### src/rtl/vlen_pkg.sv
// Shared constants and types for the vector-length scheduler.
package vlen_pkg;
  localparam int XW          = 12;
  localparam int LW          = 16;
  localparam int NREQ_DEF    = 4;
  localparam int DEPTH_DEF   = 8;
  localparam int TMO_CYC_DEF = 64;

  typedef logic [$clog2(NREQ_DEF)-1:0] req_id_t;

  // Index width that stays legal for a single requester.
  function automatic int id_w(input int n);
    return (n > 1) ? $clog2(n) : 1;
  endfunction
endpackage

### src/rtl/vlen_sched_rr_arb.sv
// Round-robin selector: one-hot grant to the first request at or after ptr.
module rr_arb #(
  parameter int N  = 4,
  parameter int IW = 2
) (
  input  logic [N-1:0]  req,
  input  logic [IW-1:0] ptr,
  output logic [N-1:0]  gnt
);
  logic w_found;
  logic w_take;

  // Walk the requesters starting at ptr and keep the first hit.
  always_comb begin
    gnt     = {N{1'b0}};
    w_found = 1'b0;
    w_take  = 1'b0;
    for (int k = 0; k < N; k++) begin
      for (int j = 0; j < N; j++) begin
        w_take  = req[j] & ~w_found & (((int'(ptr) + k) % N) == j);
        gnt[j]  = gnt[j] | w_take;
        w_found = w_found | w_take;
      end
    end
  end
endmodule

### src/rtl/vlen_sched.sv
// Shares one vector-length datapath among NREQ requesters with in-order tag return.
// Optional watchdog enabled by defining VLEN_SCHED_WATCHDOG_EN.
module vlen_sched
  import vlen_pkg::*;
#(
  parameter  int NREQ    = NREQ_DEF,
  parameter  int DEPTH   = DEPTH_DEF,
  parameter  int TMO_CYC = TMO_CYC_DEF,
  localparam int CW      = $clog2(DEPTH) + 1
) (
  input  logic                 clk,
  input  logic                 rst,
  input  logic [NREQ-1:0]      req_valid,
  output logic [NREQ-1:0]      req_ready,
  input  logic [NREQ*XW-1:0]   req_x,
  input  logic [NREQ*XW-1:0]   req_y,
  output logic [NREQ-1:0]      rsp_valid,
  output logic [LW-1:0]        rsp_len,
  output logic                 dp_en,
  output logic [XW-1:0]        dp_x,
  output logic [XW-1:0]        dp_y,
  input  logic                 dp_valid,
  input  logic [LW-1:0]        dp_len,
  output logic [CW-1:0]        inflight,
  output logic                 busy,
  output logic                 err_spur,
  output logic                 err_tmo
);
  localparam int IW = id_w(NREQ);
  localparam int PW = $clog2(DEPTH);

  logic [IW-1:0]   r_rr_ptr;
  logic [IW-1:0]   r_tag [DEPTH];
  logic [PW-1:0]   r_wr_ptr;
  logic [PW-1:0]   r_rd_ptr;
  logic [CW-1:0]   r_inflight;
  logic [NREQ-1:0] r_rsp_valid;
  logic [LW-1:0]   r_rsp_len;
  logic            r_dp_en;
  logic [XW-1:0]   r_dp_x;
  logic [XW-1:0]   r_dp_y;
  logic            r_err_spur;

  logic [NREQ-1:0] w_gnt;
  logic [NREQ-1:0] w_rsp_oh;
  logic [IW-1:0]   w_gnt_id;
  logic [IW-1:0]   w_head;
  logic [XW-1:0]   w_x;
  logic [XW-1:0]   w_y;
  logic            w_full;
  logic            w_empty;
  logic            w_pop;
  logic            w_push;
  logic            w_can;
  logic            w_wd_hit;

  rr_arb #(.N(NREQ), .IW(IW)) u_arb (
    .req (req_valid),
    .ptr (r_rr_ptr),
    .gnt (w_gnt)
  );

  assign w_full  = (r_inflight == CW'(DEPTH));
  assign w_empty = (r_inflight == {CW{1'b0}});
  assign w_pop   = dp_valid & ~w_empty;
  assign w_head  = r_tag[r_rd_ptr];
  // A full FIFO may still accept when a result frees a slot this cycle.
  assign w_can   = (~w_full | dp_valid) & ~w_wd_hit & ~rst;
  assign w_push  = |(req_valid & req_ready);

  // Gate the grant and decode the winner's id, operands and response strobe.
  always_comb begin
    req_ready = {NREQ{1'b0}};
    w_gnt_id  = {IW{1'b0}};
    w_x       = {XW{1'b0}};
    w_y       = {XW{1'b0}};
    w_rsp_oh  = {NREQ{1'b0}};
    if (w_can) begin
      req_ready = w_gnt;
    end else begin
      req_ready = {NREQ{1'b0}};
    end
    for (int i = 0; i < NREQ; i++) begin
      w_gnt_id    = w_gnt_id | (req_ready[i] ? IW'(i) : {IW{1'b0}});
      w_x         = w_x | (req_ready[i] ? req_x[i*XW +: XW] : {XW{1'b0}});
      w_y         = w_y | (req_ready[i] ? req_y[i*XW +: XW] : {XW{1'b0}});
      w_rsp_oh[i] = (w_head == IW'(i));
    end
  end

  // Tag storage needs no reset: entries are only read between push and pop.
  always_ff @(posedge clk) begin
    if (w_push) begin
      r_tag[r_wr_ptr] <= w_gnt_id;
    end
  end

  // Arbitration pointer, FIFO pointers, issue and response registers.
  always_ff @(posedge clk) begin
    if (rst) begin
      r_rr_ptr    <= {IW{1'b0}};
      r_wr_ptr    <= {PW{1'b0}};
      r_rd_ptr    <= {PW{1'b0}};
      r_inflight  <= {CW{1'b0}};
      r_rsp_valid <= {NREQ{1'b0}};
      r_rsp_len   <= {LW{1'b0}};
      r_dp_en     <= 1'b0;
      r_dp_x      <= {XW{1'b0}};
      r_dp_y      <= {XW{1'b0}};
      r_err_spur  <= 1'b0;
    end else begin
      r_dp_en     <= w_push;
      r_rsp_valid <= w_pop ? w_rsp_oh : {NREQ{1'b0}};
      r_err_spur  <= r_err_spur | (dp_valid & w_empty);
      if (w_pop) begin
        r_rsp_len <= dp_len;
        r_rd_ptr  <= r_rd_ptr + PW'(1);
      end else begin
        r_rsp_len <= r_rsp_len;
        r_rd_ptr  <= w_wd_hit ? r_wr_ptr : r_rd_ptr;
      end
      if (w_push) begin
        r_dp_x   <= w_x;
        r_dp_y   <= w_y;
        r_wr_ptr <= r_wr_ptr + PW'(1);
        r_rr_ptr <= (w_gnt_id == IW'(NREQ - 1)) ? {IW{1'b0}} : w_gnt_id + IW'(1);
      end else begin
        r_dp_x   <= r_dp_x;
        r_dp_y   <= r_dp_y;
        r_wr_ptr <= r_wr_ptr;
        r_rr_ptr <= r_rr_ptr;
      end
      if (w_wd_hit) begin
        r_inflight <= {CW{1'b0}};
      end else begin
        case ({w_push, w_pop})
          2'b10:   r_inflight <= r_inflight + CW'(1);
          2'b01:   r_inflight <= r_inflight - CW'(1);
          default: r_inflight <= r_inflight;
        endcase
      end
    end
  end

`ifdef VLEN_SCHED_WATCHDOG_EN
  localparam int WW = $clog2(TMO_CYC + 1);

  logic [WW-1:0] r_wd;
  logic          r_err_tmo;

  // Grants are held off in the expiry cycle so the flush leaves nothing orphaned.
  assign w_wd_hit = (r_wd == WW'(TMO_CYC - 1)) & ~w_empty & ~dp_valid;

  // Watchdog counts stalled cycles while anything is outstanding.
  always_ff @(posedge clk) begin
    if (rst) begin
      r_wd      <= {WW{1'b0}};
      r_err_tmo <= 1'b0;
    end else if (w_empty || dp_valid || w_wd_hit) begin
      r_wd      <= {WW{1'b0}};
      r_err_tmo <= r_err_tmo | w_wd_hit;
    end else begin
      r_wd      <= r_wd + WW'(1);
      r_err_tmo <= r_err_tmo;
    end
  end

  assign err_tmo = r_err_tmo;
`else
  assign w_wd_hit = 1'b0;
  assign err_tmo  = 1'b0;
`endif

  assign rsp_valid = r_rsp_valid;
  assign rsp_len   = r_rsp_len;
  assign dp_en     = r_dp_en;
  assign dp_x      = r_dp_x;
  assign dp_y      = r_dp_y;
  assign inflight  = r_inflight;
  assign err_spur  = r_err_spur;
  assign busy      = ~w_empty | (|req_valid);
endmodule

### config.mk
export PLATFORM = sky130hd
export DESIGN_NAME = vlen_sched
export DESIGN_NICKNAME = d
export VERILOG_FILES = /design/src/rtl/vlen_pkg.sv /design/src/rtl/vlen_sched_rr_arb.sv /design/src/rtl/vlen_sched.sv
export SDC_FILE = /design/constraint.sdc
export NUM_CORES = 1
export LEC_CHECK = 0
export ABC_AREA = 0
export BUFFER_PORTS_ARGS = -buffer_cell sky130_fd_sc_hd__buf_2
export CORE_ASPECT_RATIO = 0.9
export CORE_MARGIN = 2
export CORE_UTILIZATION = 48
export DETAILED_ROUTE_END_ITERATION = 10
export GPL_TIMING_DRIVEN = 1
export MAX_ROUTING_LAYER = met4
export PLACE_DENSITY = 0.8
export SYNTH_ARGS = -nofsm -noshare
export SYNTH_HDL_FRONTEND = slang
export SYNTH_SLANG_ARGS = --single-unit
export TNS_END_PERCENT = 100
### constraint.sdc
create_clock -name clk -period 3.2 [get_ports clk]
set_clock_uncertainty 0.1 [all_clocks]
set_input_delay 0.16 -clock clk [delete_from_list [all_inputs] [get_ports clk]]
set_output_delay 0.16 -clock clk [all_outputs]
set_load 0.005 [all_outputs]
======== Word-level counts from Yosys, hierarchy flattened ========
Memories as Yosys holds them, arrays and structs flattened. A register that Yosys moved wholly into a read port is not among the register bits.
Cells that the tools add are included.
storage, ports and cells
  register bits after elaboration ......... 58
  RAM bits ................................ 16
  input port bits ......................... 119
  output and inout port bits .............. 56
  logic and storage cells ................. 163
  memories ................................ 1
operators by class
  $add $sub $neg .......................... 8
  equality and inequality tests ........... 19
  muxes and demuxes ....................... 18
  bitwise gates (word level) .............. 94
  reductions and logical operators ........ 13
memory list
  memory  words  width  read ports  clocked after memory_dff  write ports  RTL line          text
  r_tag   8      2      1           1                         1            vlen_sched.sv:33  logic [IW-1:0] r_tag [DEPTH];
operator list
  kind                                                 count
  logical NOT 32 bit                                   4
  2-to-1 mux 12 bit                                    8
  OR 12 bit                                            6
  AND 1 bit                                            34
  OR 1 bit                                             29
  NOT 1 bit                                            19
  equality test 3 bit, second input constant           6
  equality test 2 bit, second input constant           6
  equality test 3 x 2 -> 1 bit, second input constant  3
  case mux 4 bit (2 select lines)                      1
  OR reduction 2 bit                                   4
  OR reduction 4 bit                                   2
  adder 3 x 1 -> 3 bit, second input constant          2
  equality test 2 x 1 -> 1 bit, second input constant  3
  2-to-1 mux 2 bit                                     3
  2-to-1 mux 3 bit                                     2
  adder 2 x 1 -> 2 bit, second input constant          2
  adder 2 bit, second input constant                   2
  adder 4 x 1 -> 4 bit, second input constant          1
  AND 4 bit                                            1
  equality test 4 bit, second input constant           1
  logical NOT 4 bit                                    1
  2-to-1 mux 4 bit                                     1
  subtractor 4 x 1 -> 4 bit, second input constant     1
  other kinds (6)                                      10

======== Logic depth before layout (Yosys ltp) ========
  depth after elaboration ................. 68
  gate-level depth with buffers ........... 13
  depth with buffers taken out ............ 10

======== Hierarchy ========
From an unflattened synthesis, not the netlist that was laid out.
second synthesis, totals
  cell total of the unflattened synthesis .. 414
  area total of the unflattened synthesis .. 3761.1 µm²
by module, submodules not included
  module      instances  cells each  area each (µm²)  seq. area each (µm²)
  vlen_sched  1          397         3658.5           1701.6
  rr_arb      1          17          102.6            0.0

======== Worst setup path before layout ========
OpenSTA, ideal clock, no wires.
  path kind ............................... register -> register
  start ................................... reg r_inflight[1] (netlist: inflight[1])
  end ..................................... reg r_inflight[2] (netlist: inflight[2])
  setup time .............................. 0.070 ns
  arrival time ............................ 2.407 ns
  path slack .............................. 0.622 ns
  stages on the path, launching flop included .. 14
  path buffers ............................ 3
  path through ............................ dfxtp_1 -> buf_2 -> nor4_2 -> nand2b_1 -> buf_4 -> inv_2 -> buf_2 -> ha_1 -> xor2_1 -> ha_1 -> a21oi_1 -> xor2_1 -> or3_1 -> a21oi_1
on the way
  elaborated cells between the ends (all ways) .. 16
RTL lines
  what                                                                   RTL line           text
  start, declared                                                        vlen_sched.sv:36   logic [CW-1:0] r_inflight;
  start signal, assigned                                                 vlen_sched.sv:104  r_inflight <= {CW{1'b0}};
  start signal, assigned                                                 vlen_sched.sv:134  r_inflight <= {CW{1'b0}};
  start signal, assigned                                                 vlen_sched.sv:137  2'b10: r_inflight <= r_inflight + CW'(1);
  logical NOT 4 bit (*)                                                  vlen_sched.sv:64   assign w_empty = (r_inflight == {CW{1'b0}});
  NOT 1 bit (*)                                                          vlen_sched.sv:65   assign w_pop = dp_valid & ~w_empty;
  AND 1 bit (*)                                                          vlen_sched.sv:65
  net w_pop                                                              vlen_sched.sv:52   logic w_pop;
  equality test 2 x 1 -> 1 bit or equality test 2 bit (tied branches)    vlen_sched.sv:136  case ({w_push, w_pop})
  case mux 4 bit (2 select lines) or nonzero test 2 bit (tied branches)  n/a
Mark *: on every way through the listed nets, which the timed path passes. The rest lies on a longest branch.
A chain may end at the register's enable or synchronous reset.

======== Final worst setup path ========
  start ................................... reg r_inflight[1] (netlist: inflight[1])
  end ..................................... reg r_inflight[2] (netlist: inflight[2])
on the way
  longest elaborated chain between the ends .. 9
  elaborated cells between the ends (all ways) .. 16
RTL lines
  what                                                                   RTL line           text
  equality test 4 bit                                                    vlen_sched.sv:63   assign w_full = (r_inflight == CW'(DEPTH));
  NOT 1 bit                                                              vlen_sched.sv:68   assign w_can = (~w_full | dp_valid) & ~w_wd_hit & ~rst;
  OR 1 bit                                                               vlen_sched.sv:68
  AND 1 bit                                                              vlen_sched.sv:68
  2-to-1 mux 4 bit                                                       vlen_sched.sv:78   if (w_can) begin
  AND 4 bit                                                              vlen_sched.sv:69   assign w_push = |(req_valid & req_ready);
  OR reduction 4 bit                                                     vlen_sched.sv:69
  equality test 2 x 1 -> 1 bit or equality test 2 bit (tied branches)    vlen_sched.sv:136
  case mux 4 bit (2 select lines) or nonzero test 2 bit (tied branches)  n/a
Several ways; a longest one is shown, not always the timed one.

==> results.md <==
- Status: finished clean
- Core area: 8450 sq um
- TritonCTS clock tree: built
- Routed vias/inst: 5.58
- Critical setup path kind: reg -> reg
- Avg Cell Area, Syn: 8.65 sq um
- Total GRT Usage: 0.269
- Antenna viol nets, final: 0
- Root Buffer: clkbuf_8
- Max cap viols: 0
- CP bufs+invs: 1
- Num CTS Buffers: 9
- Count leader, synth: nand2_1
- Syn Nets: 599
- Hold_buf cts: 17
- Drt pass-1 iters: 5
- Fraction of registers with async set or reset after synthesis: 0
- Die ar.: 9320 sq um
- Slowest CP cell: dfxtp_1
- Main synth FF type: dfxtp_1
- # rows: 32
- Later-pin clock latency in the skew report: 0.34 ns
- Compound-cell area share of the yosys netlist: 0.262
- Rel. slew slack: 0.222
- Non-filler cells, final: 770
- Sequential fraction of the synthesis area: 0.414
- Final core utilization: 0.637
- Worst slew pin tran: 1.17 ns
- Die width: 102 um
- Vias in the first global route: 4,164
- Initial DRC Count: 261
- Leakage: 2.40 nW
- Logic pwr share: 0.328
- Peak VDD IR: 0.000263 V
- Type of destination of the critical path: register
- Yosys top cell by area: dfxtp_1
- Clock sinks: 77
- Crit share post-route: 0.833
- Nets: 769
- Synth unique cells: 50
- CTS-repair resized insts: 0
- #FFs+latches synth: 77
- Pwr dens: 538 nW/um^2
- Power share of the clock group: 0.241
- CP cell instances: nor4_2 > nand2b_1 > inv_2 > ha_1 > xor2_1 > ha_1 > a21oi_1 > xor2_1 > or3_1 > a21oi_1
- Worst R2R Start: inflight[1]
- Switching Share: 0.360
- Mux cell area share after synthesis: 0.0347
- Antenna violations before repair: 0
- Setup bufs post-CTS: 0
- Gpl congestion: 0.927
- CP arrival: 2.85 ns
- Yosys warns: 0
- Critical path required time: 3.38 ns
- Largest family of logic cells by synthesized area: compound AO/OA/AOI/OAI gates
- # DRC: 0
- Post-synth top cells: 67 x nand2_1, 61 x dfxtp_1, 50 x a21oi_1, 49 x a211oi_1
- PortBufs: 173
- Final setup vio count: 0
- Post-layout power: 2.89 mW
- Pint: 1.85 mW
- Grt ovf: 0
- Filler instances: 707
- Post-synthesis instance area: 4110 sq um
- Xor/xnor cell area share of the yosys netlist: 0.0128
- Setup TNS: 0 ns
- CP Launch Type: register
- Hold Violations, Final: 0
- Reg clk slew, reported paths: 0.09 ns
- Max Fanout on Critical Path: 22
- Hold wc startpoint: req_y[10]
- Psw: 1.04 mW
- RSZ-0062 raised after global routing: no
- Pin count of the biggest net entering global routing: 34
- CP startpoint: inflight[1]
- Share of cells above drive strength 1: 0.335
- Max incr delay on CP: 0.55 ns
- Post-Synth Simple-Gate Area: 0.200
- P&R area growth vs syn: 30.9%
- I/O Pins: 175
- EDFF count, synth: 16
- Global-route wire length before repair: 19,500 um
- DRT Wirelength: 12,300 um
- Placed Cells: 736
- Top cell type's share of synthesized area: 0.297
- Wire per inst: 16.0 um
- Vert. Die Dim: 91.8 um
- HP Class: in -> reg
- Reg power frac: 0.431
- Clk buf depth: 2
- Initial Util: 0.486
- Mapped Cells: 475
- Post-synthesis adder-cell area fraction: 0.0152
- Worst hold margin: 0.0380 ns
- Routed via count: 4,300
- Critical path's top delay family: simple AND/OR/NAND/NOR gates
- Pins Over Slew Limit: 0
- Fmax: 0.375 GHz
- Area contributors post-synth: dfxtp_1 30%, edfxtp_1 12%, a211oi_1 9.0%
- H-tree Lvls: 3
- Final HPWL from detailed placement: 8350 um
- Final min period: 2.67 ns
[cell usage in the layout, fill, tap and decap left out, types with 5 or more instances in the layout]
master         Yosys  layout
ha_1               5       5
a21oi_1           50      50
nand2_1           67      67
dlygate4sd3_1      0      17
clkbuf_8           0       9
dfxtp_1           61      61
edfxtp_1          16      16
buf_4              4      15
o21ai_1           24      24
and3_1            25      25
nor2_1            16      16
buf_2             22     173
and2_1            25      25
a32oi_1           24      24
a211oi_1          49      49
[worst register-to-register path, cell delays in order, from the launching register on]
cell and delay, ns:
dfxtp_1 0.55, nor4_2 0.10, nand2b_1 0.18, inv_2 0.30, ha_1 0.34, xor2_1 0.20
ha_1 0.17, a21oi_1 0.04, xor2_1 0.17, or3_1 0.31, a21oi_1 0.14
[logic make-up (layout without fill, tap and decap cells)]
family / after synthesis / count (layout)
simple gates: 162 / 162
other cells: 1 / 2
xor+xnor: 6 / 6
flops: 77 / 77
fa+ha+maj: 5 / 5
mux: 9 / 9
compound gates: 162 / 162
buf+inv: 53 / 228
[registers in the layout (all words and copies together) (netlist names), named ones only]
signal,count
inflight,4
rsp_len,16
dp_x,12
r_rr_ptr,2
dp_y,12
r_tag,16
rsp_valid,4
err_spur,1
r_rd_ptr,3
r_wr_ptr,3
dp_en,1
[power by group through the flow]
stage          Combinational [mW]  Sequential [mW]  Clock [mW]
4_1_cts                     0.940             1.24       0.713
3_3_place_gp                0.895             1.26           0
2_1_floorplan               0.609             1.26           0
3_5_place_dp                0.920             1.26           0
6_report                    0.950             1.25       0.698
5_1_grt                      1.04             1.26       0.751
[per-stage QoR]
step                      area [sq um]  setup WS [ns]
final                             5380          0.535
after global placement            5020          0.667
after floorplan                   4110          0.622
after CTS                         5380          0.542
after detailed placement          5020          0.579
after global routing              5380          0.357
[final timing paths]
kind	end	cells past startpoint	slack [ns]
setup reg to reg	inflight[2]	10	0.53
hold reg to reg	rsp_len[7]	2	0.36
setup / recovery	inflight[2]	10	0.53
hold / removal	dp_y[10]	3	0.04
[metal layers]
layer | up-vias | track usage | routed length (um)
met5 | - | - | 0
met4 | 0 | 0.0901 | 206
met3 | 18 | 0.0427 | 686
met2 | 179 | 0.461 | 6330
met1 | 2015 | 0.319 | 5080
li1 | 2088 | - | -
[cell type report]
cell class	count	area (sq um)	area share
multi-input cells	345	2170	0.403
flip-flops and latches	77	1700	0.316
repair buffers	205	1150	0.214
well taps	119	149	0.0277
clock buffers	9	124	0.0230
clock inverters	7	60.1	0.0112
inverters	7	26.3	0.00489
diodes	1	2.50	0.000465
(Power assumes the default switching activity.)
